==> src/rtl/mips_pkg.sv <==
// rtl/mips_pkg.sv - shared types and constants for the MIPS forwarding/hazard unit
package mips_pkg;

    // Destination field is wide enough for any register file up to 256 entries;
    // narrower register addresses are zero-extended into it.
    localparam int HIST_DEST_W = 8;

    // Forward select value meaning "take the operand from the register file".
    localparam int FWD_RF = 0;

    typedef struct packed {
        logic                   valid;
        logic [HIST_DEST_W-1:0] dest;
        logic                   reg_write;
        logic                   is_load;
    } hist_entry_t;

    localparam hist_entry_t HIST_BUBBLE = '0;

    typedef enum logic [1:0] {
        RUN      = 2'd0,
        LD_STALL = 2'd1,
        MEM_WAIT = 2'd2
    } fsm_state_t;

endpackage

==> src/rtl/fwd_match.sv <==
// rtl/fwd_match.sv - youngest in-flight producer lookup for one source operand
module fwd_match
    import mips_pkg::*;
#(
    parameter int REG_ADDR_W = 5,
    parameter int DEPTH      = 2,
    parameter int SEL_W      = $clog2(DEPTH + 1)
) (
    input  logic [REG_ADDR_W-1:0] i_src,
    input  hist_entry_t           i_hist [0:DEPTH],
    output logic [SEL_W-1:0]      o_idx,
    output logic [SEL_W-1:0]      o_sel,
    output logic                  o_is_load
);

    logic [HIST_DEST_W-1:0] w_src_ext;

    assign w_src_ext = HIST_DEST_W'(i_src);

    // Scan oldest to youngest so the youngest matching entry is the last one written.
    always_comb begin
        o_idx     = '0;
        o_sel     = SEL_W'(FWD_RF);
        o_is_load = 1'b0;
        for (int i = DEPTH - 1; i >= 0; i--) begin
            if (i_hist[i].valid && i_hist[i].reg_write &&
                (i_hist[i].dest == w_src_ext) && (w_src_ext != '0)) begin
                o_idx     = SEL_W'(i);
                o_sel     = SEL_W'(i + 1);
                o_is_load = i_hist[i].is_load;
            end
        end
    end

endmodule

==> src/rtl/fwd_hazard_unit.sv <==
// rtl/fwd_hazard_unit.sv - operand forwarding selects, load-use stall and memory freeze
module fwd_hazard_unit
    import mips_pkg::*;
#(
    parameter int REG_ADDR_W = 5,
    parameter int NUM_SRC    = 2,
    parameter int DEPTH      = 2,
    parameter int LOAD_STAGE = 2,
    parameter int SEL_W      = $clog2(DEPTH + 1)
) (
    input  logic                          clk,
    input  logic                          rst,
    input  logic                          id_valid,
    input  logic [NUM_SRC*REG_ADDR_W-1:0] id_src,
    input  logic [REG_ADDR_W-1:0]         id_dest,
    input  logic                          id_reg_write,
    input  logic                          id_mem_read,
    input  logic                          mem_ready,
    output logic [NUM_SRC*SEL_W-1:0]      fwd_sel,
    output logic                          stall,
    output logic                          freeze,
    output logic [15:0]                   stall_count
);

    // hist[0] is the instruction in EX, hist[i] the one held in forwarding latch i.
    hist_entry_t              r_hist [0:DEPTH];
    logic [NUM_SRC*SEL_W-1:0] r_fwd_sel;
    fsm_state_t               r_state;
    logic [15:0]              r_stall_count;

    fsm_state_t               w_state_nxt;
    logic [NUM_SRC*SEL_W-1:0] w_cand_sel;
    logic [NUM_SRC-1:0]       w_src_hazard;
    logic                     w_hazard;
    logic                     w_freeze;
    logic                     w_stall;
    logic                     w_issue;
    hist_entry_t              w_id_entry;

    for (genvar s = 0; s < NUM_SRC; s++) begin : g_src
        logic [SEL_W-1:0] w_idx;
        logic             w_is_load;

        fwd_match #(
            .REG_ADDR_W (REG_ADDR_W),
            .DEPTH      (DEPTH),
            .SEL_W      (SEL_W)
        ) u_match (
            .i_src      (id_src[s*REG_ADDR_W +: REG_ADDR_W]),
            .i_hist     (r_hist),
            .o_idx      (w_idx),
            .o_sel      (w_cand_sel[s*SEL_W +: SEL_W]),
            .o_is_load  (w_is_load)
        );

        // Load data is not forwardable until it reaches latch LOAD_STAGE.
        assign w_src_hazard[s] = w_is_load && ((int'(w_idx) + 1) < LOAD_STAGE);
    end

    assign w_hazard = id_valid & (|w_src_hazard);
    assign w_freeze = r_hist[1].valid & r_hist[1].is_load & ~mem_ready;
    assign w_stall  = w_hazard & ~w_freeze;
    assign w_issue  = id_valid & ~w_stall;

    // Pack the ID instruction into a history entry.
    always_comb begin
        w_id_entry           = HIST_BUBBLE;
        w_id_entry.valid     = 1'b1;
        w_id_entry.dest      = HIST_DEST_W'(id_dest);
        w_id_entry.reg_write = id_reg_write;
        w_id_entry.is_load   = id_mem_read;
    end

    // Shift the shadow history and register the forward selects unless frozen.
    always_ff @(posedge clk) begin
        if (rst) begin
            for (int i = 0; i <= DEPTH; i++) begin
                r_hist[i] <= HIST_BUBBLE;
            end
            r_fwd_sel <= '0;
        end else if (!w_freeze) begin
            for (int i = DEPTH; i >= 1; i--) begin
                r_hist[i] <= r_hist[i-1];
            end
            r_hist[0] <= w_issue ? w_id_entry : HIST_BUBBLE;
            r_fwd_sel <= w_issue ? w_cand_sel : '0;
        end
    end

    // Next hazard state; freeze outranks a coincident load-use stall.
    always_comb begin
        w_state_nxt = RUN;
        case (r_state)
            RUN: begin
                if (w_freeze)     w_state_nxt = MEM_WAIT;
                else if (w_stall) w_state_nxt = LD_STALL;
                else              w_state_nxt = RUN;
            end
            LD_STALL: begin
                if (w_freeze)     w_state_nxt = MEM_WAIT;
                else if (w_stall) w_state_nxt = LD_STALL;
                else              w_state_nxt = RUN;
            end
            MEM_WAIT: begin
                if (w_freeze)     w_state_nxt = MEM_WAIT;
                else if (w_stall) w_state_nxt = LD_STALL;
                else              w_state_nxt = RUN;
            end
            default: w_state_nxt = RUN;
        endcase
    end

    // State register and saturating count of cycles spent stalled or frozen.
    always_ff @(posedge clk) begin
        if (rst) begin
            r_state       <= RUN;
            r_stall_count <= '0;
        end else begin
            r_state <= w_state_nxt;
            if ((w_state_nxt != RUN) && (r_stall_count != 16'hFFFF)) begin
                r_stall_count <= r_stall_count + 16'd1;
            end
        end
    end

    assign fwd_sel     = r_fwd_sel;
    assign stall       = w_stall;
    assign freeze      = w_freeze;
    assign stall_count = r_stall_count;

endmodule

==> config.mk <==
export PLATFORM = sky130hd
export DESIGN_NAME = fwd_hazard_unit
export DESIGN_NICKNAME = d
export VERILOG_FILES = /design/src/rtl/mips_pkg.sv /design/src/rtl/fwd_match.sv /design/src/rtl/fwd_hazard_unit.sv
export SDC_FILE = /design/constraint.sdc
export NUM_CORES = 1
export LEC_CHECK = 0
export ABC_CLOCK_PERIOD_IN_PS = 2600
export BUFFER_PORTS_ARGS = -buffer_cell sky130_fd_sc_hd__buf_2
export CAP_MARGIN = 20
export CORE_MARGIN = 2
export CORE_UTILIZATION = 51
export DETAILED_ROUTE_END_ITERATION = 7
export MAX_ROUTING_LAYER = met4
export PLACE_DENSITY = 0.74
export SLEW_MARGIN = 20
export SYNTH_ARGS = -nofsm -noshare
export SYNTH_HDL_FRONTEND = slang
export SYNTH_HIERARCHICAL = 1
export SYNTH_SLANG_ARGS = --single-unit
==> constraint.sdc <==
create_clock -name clk -period 2.6 [get_ports clk]
set_clock_uncertainty 0.1 [all_clocks]
set_input_delay 0.13 -clock clk [delete_from_list [all_inputs] [get_ports clk]]
set_output_delay 0.13 -clock clk [all_outputs]
set_load 0.05 [all_outputs]
==> qor.txt <==
STA
----------------------------------------------------------------------------------------
Final-report setup violation count ........................................           16
Hold Fails Final Rpt ......................................................            0
Worst-Margin Slew .........................................................     0.798 ns
Final worst hold slack ....................................................    0.0141 ns
Clock period minus final worst setup slack ................................      2.73 ns
Fmax ......................................................................      366 MHz
Number of pins exceeding their max-slew limit in the final report .........            0
Worst setup slack after layout ............................................    -0.134 ns
Setup TNS .................................................................     -1.21 ns
Final Cycle Share .........................................................         105%
RSZ-0062 raised after global routing ......................................          yes
Max-slew headroom at the worst pin ........................................        46.8%

FLOORPLANNING
----------------------------------------------------------------------------------------
Die area ..................................................................     4820 um2
Die height ................................................................      69.4 um
Starting Density ..........................................................        53.8%
Overall die width .........................................................      69.4 um
Placement row count .......................................................           23
Floorplan Core Area .......................................................     4060 um2
Top Ports .................................................................           43

PLACED DESIGN
----------------------------------------------------------------------------------------
Worst slack after detailed placement ......................................    -0.145 ns
IO buf count ..............................................................           42
Total half-perimeter wirelength after legalization and detailed placement .      3800 um
Area after DPL ............................................................     2610 um2
Routability Congestion ....................................................        0.821

STATUS
----------------------------------------------------------------------------------------
Violated checks ........................................................... negative setup slack
Status .................................................................... finished with violations

FLOW RUN
----------------------------------------------------------------------------------------
Count of maximum capacitance violations ...................................            0

WORST SETUP PATH
----------------------------------------------------------------------------------------
Endpoint required time on the critical path ...............................      2.73 ns
Sort of element at the end of the critical path ...........................    flip-flop
Launch point of the critical path ......................................... r_hist[32]$_SDFFE_PP0N_
Reg-to-reg endpoint ....................................................... stall_count[7]$_SDFFE_PP0P_
Worst setup path end ...................................................... stall_count[7]$_SDFFE_PP0P_
Top fanout value on the critical path .....................................            7
Worst R2R Start ........................................................... r_hist[32]$_SDFFE_PP0N_
Cell mode on critical path ................................................        or4_4
Kind of cell adding the most delay to the critical path ................... simple AND/OR/NAND/NOR gates
CP arrival ................................................................      2.86 ns
Setup slack of the worst register-to-register path ........................     -0.13 ns
Stages on worst setup path ................................................            9
Kind of critical path ..................................................... flip-flop to flip-flop
Worst r2r path cells ......................................................            9
Cell chain of the critical path ........................................... nor4b_4, nand4_1, or4_4, o41ai_2, and4bb_2, o31ai_4, clkbuf_16, or4_4, a21oi_2
Maximum single-stage delay on the critical path ...........................      0.55 ns
Worst setup SP type .......................................................    flip-flop
CP Buf/Inv Count ..........................................................            1
Critical-path top delay cell ..............................................        or4_4

GLOBAL ROUTING
----------------------------------------------------------------------------------------
Number of global-route vias before repair .................................        1,965
Global-route wire length before repair ....................................      8910 um
Pin count of the biggest net entering global routing ......................           39
Initial antenna violation count ...........................................            0
GRT Total Usage ...........................................................        23.2%
Global route total overflow ...............................................            0

DETAILED ROUTING
----------------------------------------------------------------------------------------
Routed WL .................................................................      5960 um
Via count normalized by instance count ....................................         5.68
1st-pass router iterations ................................................            4
Count of unresolved DRC violations after routing ..........................            0
Vias ......................................................................        2,170
Final routed wire length divided by cell count ............................      15.6 um
DRT iter0 DRCs ............................................................          149
Final antenna-violating net count .........................................            0

FINAL LAYOUT
----------------------------------------------------------------------------------------
Layout Area Growth over Synthesis .........................................        42.1%
Number of inserted diodes .................................................            0
Total Nets Final ..........................................................          353
Layout Cell Area excl Fill ................................................     3100 um2
Leading cell types in the layout, fill and taps excluded .................. buf_2, dfxtp_1, buf_4
Final Core Density ........................................................        76.5%
Most common cell after layout, fill and taps aside ........................        buf_2
Share of post-route cells with drive strength above 1 .....................        41.9%

POWER AND IR DROP
----------------------------------------------------------------------------------------
Leakage power .............................................................      1.20 nW
Total power per unit cell area ............................................   366 nW/um2
VDD IR max ................................................................     0.306 mV

YOSYS
----------------------------------------------------------------------------------------
Synthesized instance count ................................................          251
Yosys warns ...............................................................            6
Syn avg cell area .........................................................     8.70 um2
Netlist Area Pre-Place ....................................................     2180 um2

CLOCK NETWORK
----------------------------------------------------------------------------------------
Maximum clock path buffer count ...........................................            2
Maximum level of the CTS H-tree ...........................................            2
Clk sink count ............................................................           38
CTS Root Cell .............................................................     clkbuf_8
CTS tree ..................................................................          yes
Total clock buffers created by CTS ........................................            5
Clock network latency to the later pin of the worst-skew pair .............      0.30 ns
Clk slew on worst S/H paths ...............................................      0.08 ns

MIN PATH
----------------------------------------------------------------------------------------
Cell count of the worst hold path .........................................            3
Worst min path class ...................................................... input port to flip-flop

-- flip-flops by register name, summed over array words and instances, names as in the netlist --
| signal | cells |
|---|---|
| r_state | 2 |
| stall_count | 16 |
| fwd_sel | 4 |
| r_hist | 16 |
-- per-stage QoR --
step | instances | total power [mW]
after floorplan | 262 | 0.675
after global placement | 358 | 0.718
after detailed placement | 358 | 0.720
after CTS | 374 | 1.14
after global routing | 382 | 1.19
final | 382 | 1.14
-- routing by layer --
metal	vias to the layer above	GRT usage [%]	part of all wire [%]
met3	11	4.36	4.1
li1	1073	-	-
met1	1032	28.2	42
met2	54	37.9	53
met4	0	9.37	1.7
met5	-	-	0
-- tightest hold or removal path: stages --
cell and delay, ns:
buf_2 0.10, a22oi_1 0.07, nor2_1 0.08
-- worst min path at each step --
stage	start	endpoint
floorplan	id_mem_read	r_hist[22]$_SDFFE_PP0N_
global placement	id_reg_write	r_hist[23]$_SDFFE_PP0N_
detailed placement	id_mem_read	r_hist[22]$_SDFFE_PP0N_
CTS	id_dest[1]	r_hist[25]$_SDFFE_PP0N_
global route	id_dest[1]	r_hist[25]$_SDFFE_PP0N_
finish	id_dest[1]	r_hist[25]$_SDFFE_PP0N_
-- repair_timing --
action / CTS / global route
gates resized for setup: 8 / 41
setup buffers: 2 / 5
pin swaps: 3 / 42
hold buffers: 6 / 0
endpoints found under the hold margin: 6 / 0
gates cloned: 0 / 3
setup endpoints to repair: 28 / 28
-- cell type report --
| class | count | area, um2 |
|---|---|---|
| multi-input combinational | 198 | 1560 |
| timing repair buffer | 83 | 606 |
| clock inverter | 3 | 21.3 |
| fill | 298 | 955 |
| sequential | 38 | 763 |
| inverter | 5 | 18.8 |
| tap | 50 | 62.6 |
| clock buffer | 5 | 68.8 |
-- power breakdown --
group | internal (mW) | switching [mW] | total, mW
sequential | 0.591 | 0.0108 | 0.602
clock | 0.188 | 0.222 | 0.410
combinational | 0.0616 | 0.0637 | 0.125
Power figures use the tool's default switching activity.
